### config.mk
export PLATFORM = sky130hd
export DESIGN_NAME = peripheral_apb4_requester
export DESIGN_NICKNAME = d
export VERILOG_FILES = /design/src/rtl/peripheral_apb4_requester.sv
export SDC_FILE = /design/constraint.sdc
export NUM_CORES = 1
export LEC_CHECK = 0
export CORE_MARGIN = 1.5
export CORE_UTILIZATION = 41
export CTS_CLUSTER_DIAMETER = 100
export DETAILED_ROUTE_END_ITERATION = 6
export PLACE_DENSITY_LB_ADDON = 0.25
export SETUP_SLACK_MARGIN = 0.2
export SYNTH_ARGS = -nofsm -noshare
export SYNTH_HDL_FRONTEND = slang
export SYNTH_SLANG_ARGS = --single-unit
### constraint.sdc
create_clock -name pclk -period 2.3 [get_ports pclk]
set_input_delay 0.46 -clock pclk [delete_from_list [all_inputs] [get_ports pclk]]
set_output_delay 0.46 -clock pclk [all_outputs]
set_load 0.05 [all_outputs]
### src/rtl/peripheral_apb4_requester.sv
// APB4 requester: accepts one command at a time, runs the SETUP/ACCESS handshake
// with an optional wait-state timeout, and holds the response until consumed.
module peripheral_apb4_requester #(
  parameter int unsigned ADDR_WIDTH = 32,
  parameter int unsigned DATA_WIDTH = 32,
  parameter int unsigned TIMEOUT    = 16
) (
  input  logic                    pclk,
  input  logic                    presetn,
  input  logic                    cmd_valid,
  output logic                    cmd_ready,
  input  logic                    cmd_write,
  input  logic [ADDR_WIDTH-1:0]   cmd_addr,
  input  logic [DATA_WIDTH-1:0]   cmd_wdata,
  input  logic [DATA_WIDTH/8-1:0] cmd_strb,
  input  logic [2:0]              cmd_prot,
  output logic                    rsp_valid,
  input  logic                    rsp_ready,
  output logic [DATA_WIDTH-1:0]   rsp_rdata,
  output logic                    rsp_err,
  output logic                    rsp_timeout,
  output logic [ADDR_WIDTH-1:0]   paddr,
  output logic                    pwrite,
  output logic                    psel,
  output logic                    penable,
  output logic [DATA_WIDTH-1:0]   pwdata,
  output logic [DATA_WIDTH/8-1:0] pstrb,
  output logic [2:0]              pprot,
  input  logic                    pready,
  input  logic [DATA_WIDTH-1:0]   prdata,
  input  logic                    pslverr
);

  localparam int unsigned STRB_W = DATA_WIDTH / 8;
  localparam int unsigned CNT_W  = (TIMEOUT > 0) ? $clog2(TIMEOUT + 1) : 1;

  typedef enum logic [1:0] {IDLE, SETUP, ACCESS, RESP} state_e;

  state_e state_q, state_d;

  logic                  cmd_ready_q, cmd_ready_d;
  logic                  psel_q, psel_d;
  logic                  penable_q, penable_d;
  logic [ADDR_WIDTH-1:0] paddr_q, paddr_d;
  logic                  pwrite_q, pwrite_d;
  logic [DATA_WIDTH-1:0] pwdata_q, pwdata_d;
  logic [STRB_W-1:0]     pstrb_q, pstrb_d;
  logic [2:0]            pprot_q, pprot_d;
  logic                  rsp_valid_q, rsp_valid_d;
  logic [DATA_WIDTH-1:0] rsp_rdata_q, rsp_rdata_d;
  logic                  rsp_err_q, rsp_err_d;
  logic                  rsp_timeout_q, rsp_timeout_d;
  logic [CNT_W-1:0]      wait_cnt_q, wait_cnt_d;
  logic                  timeout_hit_c;

  // Fires on the TIMEOUT-th consecutive unready ACCESS cycle; pready wins a tie.
  assign timeout_hit_c = (TIMEOUT > 0) && !pready &&
                         (wait_cnt_q == CNT_W'(TIMEOUT - 1));

  always_ff @(posedge pclk or negedge presetn) begin
    if (!presetn) state_q <= IDLE;
    else          state_q <= state_d;
  end

  always_comb begin
    state_d = state_q;
    case (state_q)
      IDLE:    if (cmd_valid) state_d = SETUP;
      SETUP:   state_d = ACCESS;
      ACCESS:  if (pready || timeout_hit_c) state_d = RESP;
      RESP:    if (rsp_ready) state_d = IDLE;
      default: state_d = IDLE;
    endcase
  end

  // Next values for every registered output; handshake flags are decoded from state_d.
  always_comb begin
    cmd_ready_d   = (state_d == IDLE);
    psel_d        = (state_d == SETUP) || (state_d == ACCESS);
    penable_d     = (state_d == ACCESS);
    rsp_valid_d   = (state_d == RESP);
    paddr_d       = paddr_q;
    pwrite_d      = pwrite_q;
    pwdata_d      = pwdata_q;
    pstrb_d       = pstrb_q;
    pprot_d       = pprot_q;
    rsp_rdata_d   = rsp_rdata_q;
    rsp_err_d     = rsp_err_q;
    rsp_timeout_d = rsp_timeout_q;
    wait_cnt_d    = wait_cnt_q;
    case (state_q)
      IDLE: begin
        if (cmd_valid) begin
          paddr_d  = cmd_addr;
          pwrite_d = cmd_write;
          pwdata_d = cmd_wdata;
          pstrb_d  = cmd_write ? cmd_strb : '0;
          pprot_d  = cmd_prot;
        end
      end
      SETUP: wait_cnt_d = '0;
      ACCESS: begin
        if (pready) begin
          rsp_rdata_d   = pwrite_q ? '0 : prdata;
          rsp_err_d     = pslverr;
          rsp_timeout_d = 1'b0;
        end else if (timeout_hit_c) begin
          rsp_rdata_d   = '0;
          rsp_err_d     = 1'b1;
          rsp_timeout_d = 1'b1;
        end else if (TIMEOUT > 0) begin
          wait_cnt_d = wait_cnt_q + CNT_W'(1);
        end
      end
      default: ;
    endcase
  end

  always_ff @(posedge pclk or negedge presetn) begin
    if (!presetn) begin
      cmd_ready_q   <= 1'b1;
      psel_q        <= 1'b0;
      penable_q     <= 1'b0;
      paddr_q       <= '0;
      pwrite_q      <= 1'b0;
      pwdata_q      <= '0;
      pstrb_q       <= '0;
      pprot_q       <= '0;
      rsp_valid_q   <= 1'b0;
      rsp_rdata_q   <= '0;
      rsp_err_q     <= 1'b0;
      rsp_timeout_q <= 1'b0;
      wait_cnt_q    <= '0;
    end else begin
      cmd_ready_q   <= cmd_ready_d;
      psel_q        <= psel_d;
      penable_q     <= penable_d;
      paddr_q       <= paddr_d;
      pwrite_q      <= pwrite_d;
      pwdata_q      <= pwdata_d;
      pstrb_q       <= pstrb_d;
      pprot_q       <= pprot_d;
      rsp_valid_q   <= rsp_valid_d;
      rsp_rdata_q   <= rsp_rdata_d;
      rsp_err_q     <= rsp_err_d;
      rsp_timeout_q <= rsp_timeout_d;
      wait_cnt_q    <= wait_cnt_d;
    end
  end

  assign cmd_ready   = cmd_ready_q;
  assign psel        = psel_q;
  assign penable     = penable_q;
  assign paddr       = paddr_q;
  assign pwrite      = pwrite_q;
  assign pwdata      = pwdata_q;
  assign pstrb       = pstrb_q;
  assign pprot       = pprot_q;
  assign rsp_valid   = rsp_valid_q;
  assign rsp_rdata   = rsp_rdata_q;
  assign rsp_err     = rsp_err_q;
  assign rsp_timeout = rsp_timeout_q;

endmodule

After elaboration in Yosys (flattened, before gate mapping):

Cells that the tools add are included.

* flip-flop bits (word level): 117
* input bits: 110
* output and inout bits: 110
* logic and storage cells: 49

* add/sub/neg operators: 1
* equal/unequal tests: 9
* mux-type cells: 14
* reductions and logical operators: 11

Operator list (count)
* $mux W32: 3
* $mux W5: 2
* $pmux W5 S2: 1
* $eq A2 B2 Y1 const B: 4
* $pmux W2 S4: 1
* $mux W2: 3
* $add A5 B1 Y5 const B: 1
* $eq A5 B4 Y1 const B: 1
* $eq A2 B1 Y1 const B: 2
* $logic_not A2 Y1: 2
* $mux W4: 1
* $ne A2 B2 Y1 const B: 2
* $reduce_and A2 Y1: 2
* $reduce_bool A2 Y1: 2
* $mux W1: 3
* $reduce_and A3 Y1: 1
* $logic_or A1 B1 Y1: 2
* $logic_and A1 B1 Y1: 1
* $logic_not A1 Y1: 1

Longest topological paths before layout:

Gate-level depths: netlist of the first run.

* depth after elaboration: 7
* gate-level depth with buffers: 7
* gate-level depth less buffers: 6

Worst setup path after synthesis of the first run:

OpenSTA, ideal clock, no wires.

* path type: register -> register
* from: register wait_cnt_q[0]
* to: register psel_q (netlist: psel)
* library setup time: 126 ps
* arrival: 1850 ps
* required time: 2174 ps
* setup slack: 324 ps
* cell stages (with the launch flop): 8
* path buffers: 1
* period minus slack after synthesis: 1976 ps
* path through: dfrtp_1 ha_1 and3_1 ha_1 o21ai_2 buf_2 o211a_1 ha_1

* word-level cells in the longest chain between the ends: 7
* elaborated cells on any way between the ends: 8
* classes of those cells: eq/ne: 3; mux: 2; reduce/logical: 3

Ends and longest elaborated chain
* start, declared: RTL line 53 `logic [CNT_W-1:0] wait_cnt_q, wait_cnt_d;`
* start signal, assigned: RTL line 147 `wait_cnt_q <= wait_cnt_d;`
* $eq A5 B4 Y1 *: RTL line 58 `(wait_cnt_q == CNT_W'(TIMEOUT - 1));`
* $logic_and A1 B1 Y1 *: RTL line 57 `assign timeout_hit_c = (TIMEOUT > 0) && !pready &&`
* $logic_or A1 B1 Y1 *: RTL line 70 `ACCESS: if (pready || timeout_hit_c) state_d = RESP;`
* $mux W2 *: RTL line 70
* $pmux W2 S4 *: RTL line 67 `case (state_q)`
* $eq A2 B1 Y1 / $eq A2 B2 Y1 (equally long branches): RTL line 79 `psel_d = (state_d == SETUP) || (state_d == ACCESS);`
* $logic_or A1 B1 Y1 *: RTL line 79
* net psel_d: RTL line 42 `logic psel_q, psel_d;`
* end signal, assigned: RTL line 136 `psel_q <= psel_d;`
* end, declared: RTL line 42

Mark *: on every way through the listed nets, which the timed path passes. The rest lies on a longest branch.
A chain may end at the register's enable or synchronous reset.

Worst setup path after layout of the first run:

* from: register cmd_ready_q (netlist: cmd_ready)
* to: output cmd_ready

RTL lines
* start, declared: RTL line 41 `logic cmd_ready_q, cmd_ready_d;`
* start signal, assigned: RTL line 135 `cmd_ready_q <= cmd_ready_d;`
* end, declared: RTL line 11 `output logic cmd_ready,`

No word-level cell between the ends.

==> flow_summary.json, run 1 <==
{
  "ys_ff_latch": 117,
  "final.setup.tns_ns": 0,
  "wl_per_cell_um": 15.10,
  "hold_ws_ns": 0.03012,
  "placed_cells": 780,
  "io_buffers": 219,
  "grt_start_max_net_pins": 118,
  "clk_path_buf_depth": 2,
  "regArea_um2": 2929,
  "first_global_vias": 4087,
  "met1_usage_pct": 25.15,
  "htreeDepth": 4,
  "cts-root-buf": "clkbuf_8",
  "die_height_um": 108.6,
  "cts_buffers": 17,
  "mostFrequentLayoutCells": "nand2_1, dfrtp_1, dlygate4sd2_1",
  "synth_area_um2": 4573,
  "worst_pin_slew_ns": 0.6185,
  "synthesis.nets": 555,
  "synth_cells": 440,
  "met2_usage_pct": 32.30,
  "n_antenna_cell": 0,
  "critical_path.cell_chain": "dlygate4sd2_1",
  "cpLargestDelayFamily": "buffers and inverters",
  "fin_ws_ns": 0.3096,
  "clkTransAtPathRegs_ns": 0.05,
  "rsz0062_at_grt": "no",
  "cpPeakStageDelay_ns": 0.53,
  "worst-path-buf-inv": 1,
  "crit_arrival_ns": 1.53,
  "power_w": 0.01153,
  "setup_violations": 0,
  "dr.pass1.iters": 4,
  "vias": 3915,
  "gp_congestion": 0.7393,
  "pre_cts_slack_ns": 0.2235,
  "status": "finished clean",
  "fin_skew_ns": 0.006306,
  "gr-total-overflow": 0,
  "nets": 774,
  "drive_gt1_share_pct": 6.428,
  "crit_required_ns": 1.84,
  "cts_tree": "done",
  "finalHoldViolations": 0,
  "via_per_inst": 4.839,
  "start_kind": "flip-flop",
  "hp-class": "input pin to asynchronous set/reset pin",
  "antenna_found_initial": 0,
  "relSlewSlack_pct": 58.77,
  "final_common_cell": "nand2_1",
  "wl_mm": 12.21,
  "finalNonFillerCells": 809,
  "grt_pass1_wl_mm": 19.22,
  "fill_cells": 903,
  "synth.avg_cell_area_um2": 10.39,
  "slew_viol_final": 0,
  "busiest_layer": "met2",
  "peakVddDrop_mv": 0.8024,
  "synthDistinctLibCells": 33,
  "crit_path_end_kind": "output pin",
  "cts_setup_buffers": 0,
  "cts_hold_buffers": 0,
  "cp_max_fo": 1,
  "core_area_um2": 10840,
  "num_io_pins": 220,
  "cts.sinks": 117,
  "post-route-drc-count": 0,
  "dieArea_um2": 11800,
  "max_cap_violations": 0,
  "timing.fmax_mhz": 502.4,
  "fin_crit_sh_pct": 86.54,
  "drtIter0Drc": 214,
  "critPathKind": "flip-flop to output pin",
  "hpwl_mm": 8.472,
  "start_util_pct": 42.19,
  "fin_crit_ns": 1.990,
  "clock_latency_ns": 0.50,
  "grt_use_total_pct": 21.17,
  "critPathSlowestCell": "dlygate4sd2_1",
  "area_delta_synth_final_pct": 57.13,
  "ant_nets": 0,
  "yosys_warnings": 0,
  "die_x_um": 108.6,
  "multi_input_comb_area_um2": 1436,
  "rows": 38,
  "grt_use_met3_pct": 10.10,
  "p_per_area_nw_per_um2": 1605,
  "ys_seq_area_share_pct": 64.05,
  "leakagePower_nw": 3.771
}
==> Yosys cell counts (all sizes together) <==
cell type  number  share of area, %
clkbuf          3              0.27
nor2b           2              0.44
and3            1              0.14
o211a           1              0.22
nand3           8              0.88
and3b           1              0.19
dfstp           1              0.57
a311o           1              0.22
dfrtp         116                63
ha              5               1.4
nor3b           1              0.16
nor2            3              0.25
o31a            1              0.19
nor4bb          1              0.22
o211ai          1              0.16
nand2b          1              0.14
buf            24               4.1
a21oi           2              0.22
a31oi           1              0.14
nand4           2              0.27
mux2            2              0.49
o311ai          1              0.19
o22a            1              0.19
or3b            2              0.38
nand2         217                18
a22o           32               6.1
inv             3              0.25
o21ai           5              0.71
nand4b          1              0.19
==> cell families (layout without fill, tap and decap cells) <==
kind of cell,Yosys count,after routing,share of synthesized area [%]
adders and majority gates,5,5,1.368
DFF,117,117,64.05
buffers and inverters,30,259,4.651
muxes,2,2,0.4924
and+or+nand+nor,240,240,21.07
AOI/OAI and AO/OA,46,46,8.372
==> flip-flops by register name, indices dropped and copies added (netlist names) <==
register / cells
cmd_ready: 1
pprot: 3
pstrb: 4
psel: 1
rsp_timeout: 1
rsp_rdata: 32
state_q: 2
rsp_valid: 1
pwdata: 32
rsp_err: 1
paddr: 32
wait_cnt_q: 5
pwrite: 1
penable: 1
==> per-layer routing <==
layer / up-vias / part of all wire (%) / routed length [um]
met5: - / 0 / 0
met4: 0 / 2.7 / 329
met3: 28 / 12 / 1519
met2: 191 / 44 / 5415
met1: 1835 / 41 / 4948
li1: 1861 / - / -
==> layout make-up <==
type                       instances  share of cell area, %
sequential                       117                  40.76
timing repair buffer             227                  29.74
multi-input combinational        293                  19.99
clock buffer                      23                  6.495
tap                              140                  2.438
clock inverter                     6                 0.4179
inverter                           3                 0.1567
==> path summary, 6_finish.rpt <==
| kind | startpoint | endpoint | slack (ns) | cells after the start |
|---|---|---|---|---|
| setup reg to reg | wait_cnt_q[1]$_DFFE_PN0P_ | rsp_rdata[8]$_DFFE_PN0P_ | 0.31 | 6 |
| hold / removal | presetn | rsp_rdata[23]$_DFFE_PN0P_ | 0.03 | 2 |
| setup / recovery | cmd_ready$_DFF_PN1_ | cmd_ready | 0.31 | 1 |
| max in group asynchronous | presetn | pwdata[18]$_DFFE_PN0P_ | 1.80 | 2 |
| hold reg to reg | pstrb[3]$_DFFE_PN0P_ | pstrb[3]$_DFFE_PN0P_ | 0.46 | 2 |
| min in group pclk | pstrb[3]$_DFFE_PN0P_ | pstrb[3]$_DFFE_PN0P_ | 0.46 | 2 |
==> report_power, final <==
group / switching (W) / leakage [nW] / internal [W]
combinational: 0.00429 / 2.04 / 0.00159
clock: 0.000824 / 0.253 / 0.00137
sequential: 0.000500 / 1.47 / 0.00296
total: 0.00561 / 3.77 / 0.00592
==> through the flow <==
| step | area, um^2 | util, % |
|---|---|---|
| 6_report | 7186 | 66.29 |
| 5_1_grt | 7186 | 66.29 |
| 4_1_cts | 7186 | 66.29 |
| 3_5_place_dp | 6827 | 62.97 |
| 3_3_place_gp | 6827 | 62.97 |
| 2_1_floorplan | 4573 | - |
==> repair_timing <==
item / 4_1_cts / 5_1_grt
resized for setup: 110 / 0
endpoints found under the hold margin: 0 / 0
endpoints found under the setup margin: 110 / 0
(Power assumes the default switching activity.)
==> run 2: changes to the inputs <==
CTS_CLUSTER_DIAMETER = 80   (was 100)
SLEW_MARGIN = 10   (was default)
==> results of run 2 <==
Final layout, timing and power as in run 1 (identical DEF).
==> run 3: changes to the inputs <==
SKIP_LAST_GASP = 1   (was default)
==> results of run 3 <==
Final layout, timing and power as in run 1 (identical DEF).
